File: config.mk
export PLATFORM = sky130hd
export DESIGN_NAME = npi_frame_reader_flat
export DESIGN_NICKNAME = d
export VERILOG_FILES = /design/src/rtl/npi_frame_reader_pkg.sv /design/src/rtl/npi_frame_reader_if.sv /design/src/rtl/npi_rd_skid_fifo.sv /design/src/rtl/npi_frame_reader.sv /design/src/flat_wrapper.sv
export SDC_FILE = /design/constraint.sdc
export NUM_CORES = 1
export LEC_CHECK = 0
export ABC_AREA = 1
export CELL_PAD_IN_SITES_DETAIL_PLACEMENT = 0
export CELL_PAD_IN_SITES_GLOBAL_PLACEMENT = 1
export CORE_UTILIZATION = 44
export CTS_BUF_LIST = sky130_fd_sc_hd__clkbuf_4 sky130_fd_sc_hd__clkbuf_8
export DETAILED_ROUTE_END_ITERATION = 10
export GPL_TIMING_DRIVEN = 0
export MAX_ROUTING_LAYER = met4
export PLACE_DENSITY = 0.85
export SYNTH_ARGS = -nofsm -noshare
export SYNTH_HDL_FRONTEND = slang
export SYNTH_SLANG_ARGS = --single-unit
export TNS_END_PERCENT = 100
File: constraint.sdc
create_clock -name FSL_Clk -period 6.1 [get_ports FSL_Clk]
set_input_delay 1.83 -clock FSL_Clk [delete_from_list [all_inputs] [get_ports FSL_Clk]]
set_output_delay 1.83 -clock FSL_Clk [all_outputs]
set_load 0.02 [all_outputs]
File: src/rtl/npi_frame_reader_pkg.sv
// Shared types and constants for the NPI frame reader: FSM states and
// burst/skid geometry.
package npi_frame_reader_pkg;

  typedef enum logic [1:0] {
    ST_INIT,
    ST_REQ,
    ST_DRAIN
  } state_e;

  localparam logic [3:0] NPI_SIZE_32W = 4'd4;
  localparam int BURST_DWORDS = 16;
  localparam int BURST_BYTES  = 128;
  localparam int SKID_DEPTH   = 4;
  localparam int SKID_PTR_W   = 2;
  localparam int SKID_CNT_W   = 3;

endpackage

File: src/rtl/npi_frame_reader_if.sv
// NPI read port plus FSL master link. The reader drives the master modport;
// the MPMC and the downstream sink sit on the slave modport.
interface npi_frame_reader_if #(
  parameter int C_PI_ADDR_WIDTH     = 32,
  parameter int C_PI_DATA_WIDTH     = 64,
  parameter int C_PI_BE_WIDTH       = 8,
  parameter int C_PI_RDWDADDR_WIDTH = 4
);
  logic [C_PI_ADDR_WIDTH-1:0]     XIL_NPI_Addr;
  logic                           XIL_NPI_AddrReq;
  logic                           XIL_NPI_AddrAck;
  logic                           XIL_NPI_RNW;
  logic [3:0]                     XIL_NPI_Size;
  logic [C_PI_DATA_WIDTH-1:0]     XIL_NPI_WrFIFO_Data;
  logic [C_PI_BE_WIDTH-1:0]       XIL_NPI_WrFIFO_BE;
  logic                           XIL_NPI_WrFIFO_Push;
  logic                           XIL_NPI_WrFIFO_Flush;
  logic                           XIL_NPI_RdModWr;
  logic                           XIL_NPI_WrFIFO_Empty;
  logic                           XIL_NPI_WrFIFO_AlmostFull;
  logic [C_PI_RDWDADDR_WIDTH-1:0] XIL_NPI_RdFIFO_RdWdAddr;
  logic [C_PI_DATA_WIDTH-1:0]     XIL_NPI_RdFIFO_Data;
  logic                           XIL_NPI_RdFIFO_Pop;
  logic                           XIL_NPI_RdFIFO_Empty;
  logic                           XIL_NPI_RdFIFO_Flush;
  logic [1:0]                     XIL_NPI_RdFIFO_Latency;
  logic                           XIL_NPI_InitDone;
  logic                           FSL_M_Write;
  logic [0:31]                    FSL_M_Data;
  logic                           FSL_M_Control;
  logic                           FSL_M_Full;

  modport master (
    output XIL_NPI_Addr, XIL_NPI_AddrReq, XIL_NPI_RNW, XIL_NPI_Size,
           XIL_NPI_WrFIFO_Data, XIL_NPI_WrFIFO_BE, XIL_NPI_WrFIFO_Push,
           XIL_NPI_WrFIFO_Flush, XIL_NPI_RdModWr, XIL_NPI_RdFIFO_Pop,
           XIL_NPI_RdFIFO_Flush, FSL_M_Write, FSL_M_Data, FSL_M_Control,
    input  XIL_NPI_AddrAck, XIL_NPI_WrFIFO_Empty, XIL_NPI_WrFIFO_AlmostFull,
           XIL_NPI_RdFIFO_RdWdAddr, XIL_NPI_RdFIFO_Data, XIL_NPI_RdFIFO_Empty,
           XIL_NPI_RdFIFO_Latency, XIL_NPI_InitDone, FSL_M_Full
  );

  modport slave (
    input  XIL_NPI_Addr, XIL_NPI_AddrReq, XIL_NPI_RNW, XIL_NPI_Size,
           XIL_NPI_WrFIFO_Data, XIL_NPI_WrFIFO_BE, XIL_NPI_WrFIFO_Push,
           XIL_NPI_WrFIFO_Flush, XIL_NPI_RdModWr, XIL_NPI_RdFIFO_Pop,
           XIL_NPI_RdFIFO_Flush, FSL_M_Write, FSL_M_Data, FSL_M_Control,
    output XIL_NPI_AddrAck, XIL_NPI_WrFIFO_Empty, XIL_NPI_WrFIFO_AlmostFull,
           XIL_NPI_RdFIFO_RdWdAddr, XIL_NPI_RdFIFO_Data, XIL_NPI_RdFIFO_Empty,
           XIL_NPI_RdFIFO_Latency, XIL_NPI_InitDone, FSL_M_Full
  );
endinterface

File: src/rtl/npi_rd_skid_fifo.sv
// Four-entry 64-bit skid FIFO between the NPI read port and the FSL
// serializer. The head entry is visible without a pop (show-ahead).
module npi_rd_skid_fifo
  import npi_frame_reader_pkg::*;
(
  input  logic                  i_clk,
  input  logic                  i_rst_n,
  input  logic                  i_push,
  input  logic [63:0]           i_pushData,
  input  logic                  i_pop,
  output logic [63:0]           o_headData,
  output logic [SKID_CNT_W-1:0] o_count,
  output logic                  o_empty,
  output logic                  o_full
);
  logic [63:0]           r_mem [SKID_DEPTH];
  logic [SKID_PTR_W-1:0] r_wrPtr;
  logic [SKID_PTR_W-1:0] r_rdPtr;
  logic [SKID_CNT_W-1:0] r_count;
  logic                  w_doPush;
  logic                  w_doPop;

  assign o_empty    = (r_count == '0);
  assign o_full     = (r_count == SKID_CNT_W'(SKID_DEPTH));
  assign o_count    = r_count;
  assign o_headData = r_mem[r_rdPtr];
  assign w_doPop    = i_pop && !o_empty;
  assign w_doPush   = i_push && (!o_full || w_doPop);

  always_ff @(posedge i_clk or negedge i_rst_n) begin
    if (!i_rst_n) begin
      r_wrPtr <= '0;
      r_rdPtr <= '0;
      r_count <= '0;
    end else begin
      if (w_doPush) r_wrPtr <= r_wrPtr + 1'b1;
      if (w_doPop)  r_rdPtr <= r_rdPtr + 1'b1;
      case ({w_doPush, w_doPop})
        2'b10:   r_count <= r_count + 1'b1;
        2'b01:   r_count <= r_count - 1'b1;
        default: r_count <= r_count;
      endcase
    end
  end

  always_ff @(posedge i_clk) begin
    if (w_doPush) r_mem[r_wrPtr] <= i_pushData;
  end
endmodule

File: src/rtl/npi_frame_reader.sv
// Streams a DRAM frame buffer out of the MPMC NPI port in 32-word bursts and
// serializes it onto an FSL master link, flagging the first word of each frame.
module npi_frame_reader
  import npi_frame_reader_pkg::*;
#(
  parameter int          C_PI_ADDR_WIDTH = 32,
  parameter int          C_PI_DATA_WIDTH = 64,
  parameter int          C_PI_BE_WIDTH   = 8,
  parameter logic [31:0] C_BASE_ADDR     = 32'h0000_0000,
  parameter int          C_FRAME_BURSTS  = 9600
) (
  input logic               FSL_Clk,
  input logic               FSL_Rst,
  input logic               FSL_M_Clk,
  input logic               system_dcm_locked,
  npi_frame_reader_if.master npi
);
  localparam int FRAME_WORDS = 2 * BURST_DWORDS * C_FRAME_BURSTS;
  localparam int WCNT_W      = $clog2(FRAME_WORDS);
  localparam int BURST_W     = (C_FRAME_BURSTS > 1) ? $clog2(C_FRAME_BURSTS) : 1;

  state_e                     r_state;
  logic                       r_addrReq;
  logic [C_PI_ADDR_WIDTH-1:0] r_addr;
  logic                       r_flush;
  logic [4:0]                 r_popped;
  logic [BURST_W-1:0]         r_burst;
  logic [1:0]                 r_popDly;
  logic                       r_half;
  logic [WCNT_W-1:0]          r_wordCnt;

  logic                  w_pop;
  logic                  w_skidPush;
  logic [SKID_CNT_W-1:0] w_inflight;
  logic [SKID_CNT_W-1:0] w_skidCount;
  logic                  w_skidEmpty;
  logic                  w_skidFull;
  logic [63:0]           w_head;
  logic                  w_write;
  logic                  w_xfer;
  logic                  w_unused;

  assign npi.XIL_NPI_RNW          = 1'b1;
  assign npi.XIL_NPI_Size         = NPI_SIZE_32W;
  assign npi.XIL_NPI_WrFIFO_Data  = {C_PI_DATA_WIDTH{1'b0}};
  assign npi.XIL_NPI_WrFIFO_BE    = {C_PI_BE_WIDTH{1'b0}};
  assign npi.XIL_NPI_WrFIFO_Push  = 1'b0;
  assign npi.XIL_NPI_WrFIFO_Flush = 1'b0;
  assign npi.XIL_NPI_RdModWr      = 1'b0;
  assign npi.XIL_NPI_AddrReq      = r_addrReq;
  assign npi.XIL_NPI_Addr         = r_addr;
  assign npi.XIL_NPI_RdFIFO_Flush = r_flush;
  assign npi.XIL_NPI_RdFIFO_Pop   = w_pop;

  assign w_unused = ^{FSL_M_Clk, npi.XIL_NPI_WrFIFO_Empty,
                      npi.XIL_NPI_WrFIFO_AlmostFull, npi.XIL_NPI_RdFIFO_RdWdAddr, w_skidFull};

  // Pops still travelling through the latency pipe hold a reserved skid slot.
  always_comb begin
    w_inflight = '0;
    w_skidPush = 1'b0;
    case (npi.XIL_NPI_RdFIFO_Latency)
      2'd0: begin
        w_skidPush = w_pop;
      end
      2'd1: begin
        w_inflight = {{(SKID_CNT_W-1){1'b0}}, r_popDly[0]};
        w_skidPush = r_popDly[0];
      end
      default: begin
        w_inflight = {{(SKID_CNT_W-1){1'b0}}, r_popDly[0]} + {{(SKID_CNT_W-1){1'b0}}, r_popDly[1]};
        w_skidPush = r_popDly[1];
      end
    endcase
  end

  assign w_pop = (r_state == ST_DRAIN) && !npi.XIL_NPI_RdFIFO_Empty &&
                 (r_popped < 5'(BURST_DWORDS)) &&
                 (({1'b0, w_skidCount} + {1'b0, w_inflight}) < (SKID_CNT_W+1)'(SKID_DEPTH));

  always_ff @(posedge FSL_Clk or negedge FSL_Rst) begin
    if (!FSL_Rst) begin
      r_state   <= ST_INIT;
      r_addrReq <= 1'b0;
      r_addr    <= C_PI_ADDR_WIDTH'(C_BASE_ADDR);
      r_flush   <= 1'b1;
      r_popped  <= '0;
      r_burst   <= '0;
      r_popDly  <= '0;
    end else begin
      r_popDly <= {r_popDly[0], w_pop};
      case (r_state)
        ST_INIT: begin
          r_flush   <= 1'b1;
          r_addrReq <= 1'b0;
          if (npi.XIL_NPI_InitDone && system_dcm_locked) begin
            r_state   <= ST_REQ;
            r_addrReq <= 1'b1;
            r_flush   <= 1'b0;
          end
        end
        ST_REQ: begin
          if (npi.XIL_NPI_AddrAck) begin
            r_addrReq <= 1'b0;
            r_popped  <= '0;
            r_state   <= ST_DRAIN;
          end
        end
        ST_DRAIN: begin
          if (w_pop) begin
            r_popped <= r_popped + 1'b1;
            if (r_popped == 5'(BURST_DWORDS - 1)) begin
              r_state   <= ST_REQ;
              r_addrReq <= 1'b1;
              if (r_burst == BURST_W'(C_FRAME_BURSTS - 1)) begin
                r_burst <= '0;
                r_addr  <= C_PI_ADDR_WIDTH'(C_BASE_ADDR);
              end else begin
                r_burst <= r_burst + 1'b1;
                r_addr  <= r_addr + C_PI_ADDR_WIDTH'(BURST_BYTES);
              end
            end
          end
        end
        default: r_state <= ST_INIT;
      endcase
    end
  end

  npi_rd_skid_fifo u_skid (
    .i_clk      (FSL_Clk),
    .i_rst_n    (FSL_Rst),
    .i_push     (w_skidPush),
    .i_pushData (npi.XIL_NPI_RdFIFO_Data),
    .i_pop      (w_xfer && r_half),
    .o_headData (w_head),
    .o_count    (w_skidCount),
    .o_empty    (w_skidEmpty),
    .o_full     (w_skidFull)
  );

  assign w_write           = !w_skidEmpty;
  assign w_xfer            = w_write && !npi.FSL_M_Full;
  assign npi.FSL_M_Write   = w_write;
  assign npi.FSL_M_Data    = w_write ? (r_half ? w_head[31:0] : w_head[63:32]) : 32'h0;
  assign npi.FSL_M_Control = w_write && (r_wordCnt == '0);

  // Upper half of each doubleword goes first; the frame word counter marks word 0.
  always_ff @(posedge FSL_Clk or negedge FSL_Rst) begin
    if (!FSL_Rst) begin
      r_half    <= 1'b0;
      r_wordCnt <= '0;
    end else if (w_xfer) begin
      r_half    <= ~r_half;
      r_wordCnt <= (r_wordCnt == WCNT_W'(FRAME_WORDS - 1)) ? '0 : r_wordCnt + 1'b1;
    end
  end
endmodule

File: src/flat_wrapper.sv
// flat-port wrapper written by rule: the top's interface ports become plain ports
module npi_frame_reader_flat import npi_frame_reader_pkg::*;
#(
  parameter int          C_PI_ADDR_WIDTH = 32,
  parameter int          C_PI_DATA_WIDTH = 64,
  parameter int          C_PI_BE_WIDTH   = 8,
  parameter logic [31:0] C_BASE_ADDR     = 32'h0000_0000,
  parameter int          C_FRAME_BURSTS  = 9600
)
  (FSL_Clk, FSL_Rst, FSL_M_Clk, system_dcm_locked, npi_XIL_NPI_Addr, npi_XIL_NPI_AddrReq, npi_XIL_NPI_RNW, npi_XIL_NPI_Size, npi_XIL_NPI_WrFIFO_Data, npi_XIL_NPI_WrFIFO_BE, npi_XIL_NPI_WrFIFO_Push, npi_XIL_NPI_WrFIFO_Flush, npi_XIL_NPI_RdModWr, npi_XIL_NPI_RdFIFO_Pop, npi_XIL_NPI_RdFIFO_Flush, npi_FSL_M_Write, npi_FSL_M_Data, npi_FSL_M_Control, npi_XIL_NPI_AddrAck, npi_XIL_NPI_WrFIFO_Empty, npi_XIL_NPI_WrFIFO_AlmostFull, npi_XIL_NPI_RdFIFO_RdWdAddr, npi_XIL_NPI_RdFIFO_Data, npi_XIL_NPI_RdFIFO_Empty, npi_XIL_NPI_RdFIFO_Latency, npi_XIL_NPI_InitDone, npi_FSL_M_Full);
  npi_frame_reader_if #(.C_PI_ADDR_WIDTH(C_PI_ADDR_WIDTH), .C_PI_DATA_WIDTH(C_PI_DATA_WIDTH), .C_PI_BE_WIDTH(C_PI_BE_WIDTH)) npi_i ();
  input logic FSL_Clk;
  input logic FSL_Rst;
  input logic FSL_M_Clk;
  input logic system_dcm_locked;
  output wire logic [$bits(npi_i.XIL_NPI_Addr)-1:0] npi_XIL_NPI_Addr;
  output wire logic [$bits(npi_i.XIL_NPI_AddrReq)-1:0] npi_XIL_NPI_AddrReq;
  output wire logic [$bits(npi_i.XIL_NPI_RNW)-1:0] npi_XIL_NPI_RNW;
  output wire logic [$bits(npi_i.XIL_NPI_Size)-1:0] npi_XIL_NPI_Size;
  output wire logic [$bits(npi_i.XIL_NPI_WrFIFO_Data)-1:0] npi_XIL_NPI_WrFIFO_Data;
  output wire logic [$bits(npi_i.XIL_NPI_WrFIFO_BE)-1:0] npi_XIL_NPI_WrFIFO_BE;
  output wire logic [$bits(npi_i.XIL_NPI_WrFIFO_Push)-1:0] npi_XIL_NPI_WrFIFO_Push;
  output wire logic [$bits(npi_i.XIL_NPI_WrFIFO_Flush)-1:0] npi_XIL_NPI_WrFIFO_Flush;
  output wire logic [$bits(npi_i.XIL_NPI_RdModWr)-1:0] npi_XIL_NPI_RdModWr;
  output wire logic [$bits(npi_i.XIL_NPI_RdFIFO_Pop)-1:0] npi_XIL_NPI_RdFIFO_Pop;
  output wire logic [$bits(npi_i.XIL_NPI_RdFIFO_Flush)-1:0] npi_XIL_NPI_RdFIFO_Flush;
  output wire logic [$bits(npi_i.FSL_M_Write)-1:0] npi_FSL_M_Write;
  output wire logic [$bits(npi_i.FSL_M_Data)-1:0] npi_FSL_M_Data;
  output wire logic [$bits(npi_i.FSL_M_Control)-1:0] npi_FSL_M_Control;
  input wire logic [$bits(npi_i.XIL_NPI_AddrAck)-1:0] npi_XIL_NPI_AddrAck;
  input wire logic [$bits(npi_i.XIL_NPI_WrFIFO_Empty)-1:0] npi_XIL_NPI_WrFIFO_Empty;
  input wire logic [$bits(npi_i.XIL_NPI_WrFIFO_AlmostFull)-1:0] npi_XIL_NPI_WrFIFO_AlmostFull;
  input wire logic [$bits(npi_i.XIL_NPI_RdFIFO_RdWdAddr)-1:0] npi_XIL_NPI_RdFIFO_RdWdAddr;
  input wire logic [$bits(npi_i.XIL_NPI_RdFIFO_Data)-1:0] npi_XIL_NPI_RdFIFO_Data;
  input wire logic [$bits(npi_i.XIL_NPI_RdFIFO_Empty)-1:0] npi_XIL_NPI_RdFIFO_Empty;
  input wire logic [$bits(npi_i.XIL_NPI_RdFIFO_Latency)-1:0] npi_XIL_NPI_RdFIFO_Latency;
  input wire logic [$bits(npi_i.XIL_NPI_InitDone)-1:0] npi_XIL_NPI_InitDone;
  input wire logic [$bits(npi_i.FSL_M_Full)-1:0] npi_FSL_M_Full;
  assign npi_XIL_NPI_Addr = npi_i.XIL_NPI_Addr;
  assign npi_XIL_NPI_AddrReq = npi_i.XIL_NPI_AddrReq;
  assign npi_XIL_NPI_RNW = npi_i.XIL_NPI_RNW;
  assign npi_XIL_NPI_Size = npi_i.XIL_NPI_Size;
  assign npi_XIL_NPI_WrFIFO_Data = npi_i.XIL_NPI_WrFIFO_Data;
  assign npi_XIL_NPI_WrFIFO_BE = npi_i.XIL_NPI_WrFIFO_BE;
  assign npi_XIL_NPI_WrFIFO_Push = npi_i.XIL_NPI_WrFIFO_Push;
  assign npi_XIL_NPI_WrFIFO_Flush = npi_i.XIL_NPI_WrFIFO_Flush;
  assign npi_XIL_NPI_RdModWr = npi_i.XIL_NPI_RdModWr;
  assign npi_XIL_NPI_RdFIFO_Pop = npi_i.XIL_NPI_RdFIFO_Pop;
  assign npi_XIL_NPI_RdFIFO_Flush = npi_i.XIL_NPI_RdFIFO_Flush;
  assign npi_FSL_M_Write = npi_i.FSL_M_Write;
  assign npi_FSL_M_Data = npi_i.FSL_M_Data;
  assign npi_FSL_M_Control = npi_i.FSL_M_Control;
  assign npi_i.XIL_NPI_AddrAck = npi_XIL_NPI_AddrAck;
  assign npi_i.XIL_NPI_WrFIFO_Empty = npi_XIL_NPI_WrFIFO_Empty;
  assign npi_i.XIL_NPI_WrFIFO_AlmostFull = npi_XIL_NPI_WrFIFO_AlmostFull;
  assign npi_i.XIL_NPI_RdFIFO_RdWdAddr = npi_XIL_NPI_RdFIFO_RdWdAddr;
  assign npi_i.XIL_NPI_RdFIFO_Data = npi_XIL_NPI_RdFIFO_Data;
  assign npi_i.XIL_NPI_RdFIFO_Empty = npi_XIL_NPI_RdFIFO_Empty;
  assign npi_i.XIL_NPI_RdFIFO_Latency = npi_XIL_NPI_RdFIFO_Latency;
  assign npi_i.XIL_NPI_InitDone = npi_XIL_NPI_InitDone;
  assign npi_i.FSL_M_Full = npi_FSL_M_Full;
  npi_frame_reader #(.C_PI_ADDR_WIDTH(C_PI_ADDR_WIDTH), .C_PI_DATA_WIDTH(C_PI_DATA_WIDTH), .C_PI_BE_WIDTH(C_PI_BE_WIDTH), .C_BASE_ADDR(C_BASE_ADDR), .C_FRAME_BURSTS(C_FRAME_BURSTS)) u_core (.FSL_Clk(FSL_Clk), .FSL_Rst(FSL_Rst), .FSL_M_Clk(FSL_M_Clk), .system_dcm_locked(system_dcm_locked), .npi(npi_i));
endmodule
==> summary.md <==
| Metric | Value |
|---|---|
| Tot GR Track Use | 21.8% |
| Prevailing post-synth register cell | edfxtp_1 |
| Hold Buf Count CTS | 0 |
| Final WL | 37,800 µm |
| Post-synthesis simple-gate area fraction | 16.7% |
| Die Wd | 189 µm |
| CP startpoint kind | input port |
| Reg clk slew, reported paths | 0.06 ns |
| Final nets | 1,831 |
| IO Pins | 229 |
| Post-layout minimum cycle time | 5.54 ns |
| Clk sink count | 333 |
| Data arrival time of the critical path | 3.71 ns |
| Post-synth EDFFs | 256 |
| Initial antenna violation count | 5 |
| Static Leakage | 7.30 nW |
| Post-DP HPWL | 25,600 µm |
| Synth top area share | 50.2% |
| Filler cell count | 2,860 |
| RSZ-0062 raised after global routing | no |
| Crit-path leading delay family | buffers and inverters |
| Die area | 35,500 µm² |
| Min-Delay Path Class | reg2reg |
| Largest family of logic cells by synthesized area | simple AND/OR/NAND/NOR gates |
| Drt wl/cell | 17.0 µm |
| Fin. Hold Viols | 0 |
| Worst clock skew | 0.0453 ns |
| Leading area contributor after synthesis | edfxtp_1 |
| Worst Hold Slack | 0.421 ns |
| Post-Layout Inst Area | 18,800 µm² |
| Port Buffers | 134 |
| Vias in the first global route | 10,979 |
| Psw | 0.00288 W |
| Most frequent cells after synthesis | nor2_1 (317), edfxtp_1 (256), nand2_1 (141) |
| CP max stage delay | 0.60 ns |
| FFs w/ async S/R, synth | 23.1% |
| Core Rows | 67 |
| Post-Syn Instances | 1,450 |
| FMAX | 180 MHz |
| Gpl congestion | 0.900 |
| Fin Setup TNS | 0 ns |
| Worst skew pair latency | 0.62 ns |
| Outcome | complete, no violations |
| Worst-path cell chain | clkdlybuf4s50_1 > nand2_1 > inv_1 > ha_1 > nand2_1 > inv_1 > nand3_1 > nand2_2 > inv_1 > clkdlybuf4s50_1 |
| Cts bufs inserted | 54 |
| CP Data Required Time | 4.27 ns |
| Total design power | 0.00753 W |
| Area Overhead vs Synth | 22.9% |
| PD cells | 400 nW/µm² |
| Sw Share | 38.2% |
| Synth Area in XOR/XNOR | 1.20% |
| Synth Register Bits | 333 |
| Starting Density | 45.2% |
| Slew Limit Headroom | 33.8% |
| DR vias | 11,469 |
| Root Driver | clkbuf_8 |
| Number of library cell types mapped by synthesis | 40 |
| Cell area after synthesis | 15,300 µm² |
| Yosys warns | 0 |
| Crit-path slowest cell | clkdlybuf4s50_1 |
| Setup crit end kind | output port |
| Max-Cap Viols | 0 |
| Pint | 0.00465 W |
| WS Path Type | in2out |
| Htree depth | 2 |
| # DRC | 0 |
| Clock power share | 24.9% |
| Antenna Violating Nets Remaining | 0 |
| Pre-antenna DRT Iters | 5 |
| Crit-path max FO | 6 |
| PostCTS Resize Cnt | 0 |
| Slew Viols, Final | 0 |
| Combinational power share | 39.4% |
| Dpl ws | 0.552 ns |
| Placed Instance Area | 17,800 µm² |
| Compound-gate portion of the synthesized area | 9.11% |
| Tightest Pin Transition | 0.986 ns |
| VDD IR max | 527 µV |
| Overflow left after global routing | 0 |
| Core box area | 33,900 µm² |
| Pin count of the biggest net entering global routing | 43 |
| Sequential Power Share | 35.7% |
| Mux cell area share after synthesis | 0.0654% |
| Sequential area share after synthesis | 62.8% |
| CP most frequent cell | inv_1 |
| Max clock buf depth | 3 |
| Share of cells above drive strength 1 | 13.1% |
| First-pass GRT wire length | 58,900 µm |
| Setup Buffers After CTS | 0 |
| Synth Area in Adders | 1.44% |
| Most frequent cell after synthesis | nor2_1 |
| Die Ht | 189 µm |
| Initial detailed-routing violation count | 811 |
| Final setup viols | 0 |
| Tcrit/Tclk final | 90.9% |
| Synth area leaders | edfxtp_1 (50%), dfrtp_1 (12%), nor2_1 (7.8%) |
| WP buf/inv | 5 |
| CTS tree | yes |
| Worst setup margin | 0.557 ns |
| Avg Synthesized Cell Area | 10.6 µm² |
| Via density | 5.15 |
## layout by cell type, fill, tap and decap left out, types with 3 or more instances in the layout
| cell | n |
|---|---|
| buf_2 | 19 |
| buf_12 | 6 |
| clkbuf_4 | 14 |
| ha_1 | 16 |
| clkbuf_1 | 31 |
| edfxtp_1 | 256 |
| nor3_1 | 42 |
| xor2_1 | 18 |
| nor2_4 | 6 |
| o21ai_0 | 128 |
| a21oi_1 | 17 |
| a31oi_1 | 3 |
| diode_2 | 5 |
| clkbuf_8 | 56 |
| buf_16 | 3 |
| o32ai_1 | 64 |
| nor2_2 | 5 |
| o21ai_1 | 9 |
| nand3_1 | 53 |
| clkinv_1 | 14 |
| buf_4 | 99 |
| nor4_1 | 4 |
| inv_1 | 92 |
| xnor2_1 | 3 |
| clkdlybuf4s50_1 | 133 |
| conb_1 | 87 |
| clkinv_2 | 9 |
| nand2_1 | 141 |
| nor2_1 | 313 |
| nand4_1 | 31 |
| dfrtp_1 | 76 |
## power by group through the flow
| stage | combinational, W | clock [W] | sequential [W] |
|---|---|---|---|
| 6_report | 0.00297 | 0.00188 | 0.00269 |
| 5_1_grt | 0.00324 | 0.00201 | 0.00271 |
| 4_1_cts | 0.00296 | 0.00191 | 0.00269 |
| 2_1_floorplan | 0.00175 | 0 | 0.00273 |
| 3_3_place_gp | 0.00289 | 0 | 0.00275 |
| 3_5_place_dp | 0.00295 | 0 | 0.00274 |
## metrics by stage
step / instances / util (%)
after floorplan: 1535 / -
after global placement: 2117 / 51.7
after detailed placement: 2126 / 52.4
after CTS: 2223 / 55.5
after global routing: 2228 / 55.6
final: 2228 / 55.6
## worst paths after layout
path                                                from                               to  slack [ns]  cells past startpoint
min                                   u_core.r_popDly[0]               u_core.r_popDly[1]        0.42                      0
max reg2reg                           u_core.r_popDly[0]        u_core.u_skid.r_mem[1][7]        2.81                     13
max                        npi_XIL_NPI_RdFIFO_Latency[1]           npi_XIL_NPI_RdFIFO_Pop        0.56                     10
min in group asynchronous                        FSL_Rst         u_core.u_skid.r_rdPtr[0]        1.19                      1
max in group asynchronous                        FSL_Rst  u_core.npi.XIL_NPI_RdFIFO_Flush        4.23                      2
min reg2reg                           u_core.r_popDly[0]               u_core.r_popDly[1]        0.42                      0
## cell families (layout without fill, tap and decap cells)
group | count (synthesis) | count (layout)
AOI/OAI and AO/OA | 227 | 227
other | 2 | 92
muxes | 1 | 1
and+or+nand+nor | 605 | 605
xor gates and xnor gates | 21 | 21
adders and majority gates | 17 | 17
DFF | 333 | 333
buffers and inverters | 244 | 484
## final cells by class
class	instances	area (µm²)	share of cell area, %
Clock inverter	27	171	0.911
Antenna cell	5	12.5	0.0665
Multi-Input combinational cell	958	4720	25.1
Buffer	150	970	5.15
Tap cell	448	561	2.98
Timing Repair Buffer	143	1540	8.19
Sequential cell	333	9620	51.1
Inverter	94	353	1.88
Clock buffer	70	876	4.65
## metal layers
metal  vias up  GRT usage, %  routed length, µm
li1       5481             -                  -
met1      5418          28.8              16200
met2       483          33.2              17300
met3        87          3.91               3000
met4         0          8.78               1220
met5         -             -                  0
## sequential cells by signal (all words and copies together), names as in the netlist
signal,flops
u_core.npi.XIL_NPI_RdFIFO_Flush,1
u_core.r_half,1
u_core.npi.XIL_NPI_Addr,25
u_core.r_burst,14
u_core.u_skid.r_mem,256
u_core.r_popped,5
u_core.npi.XIL_NPI_AddrReq,1
u_core.r_popDly,2
u_core.r_wordCnt,19
u_core.u_skid.o_count,3
u_core.r_state,2
u_core.u_skid.r_wrPtr,2
u_core.u_skid.r_rdPtr,2
No activity file was read; power rests on OpenSTA's default activity.
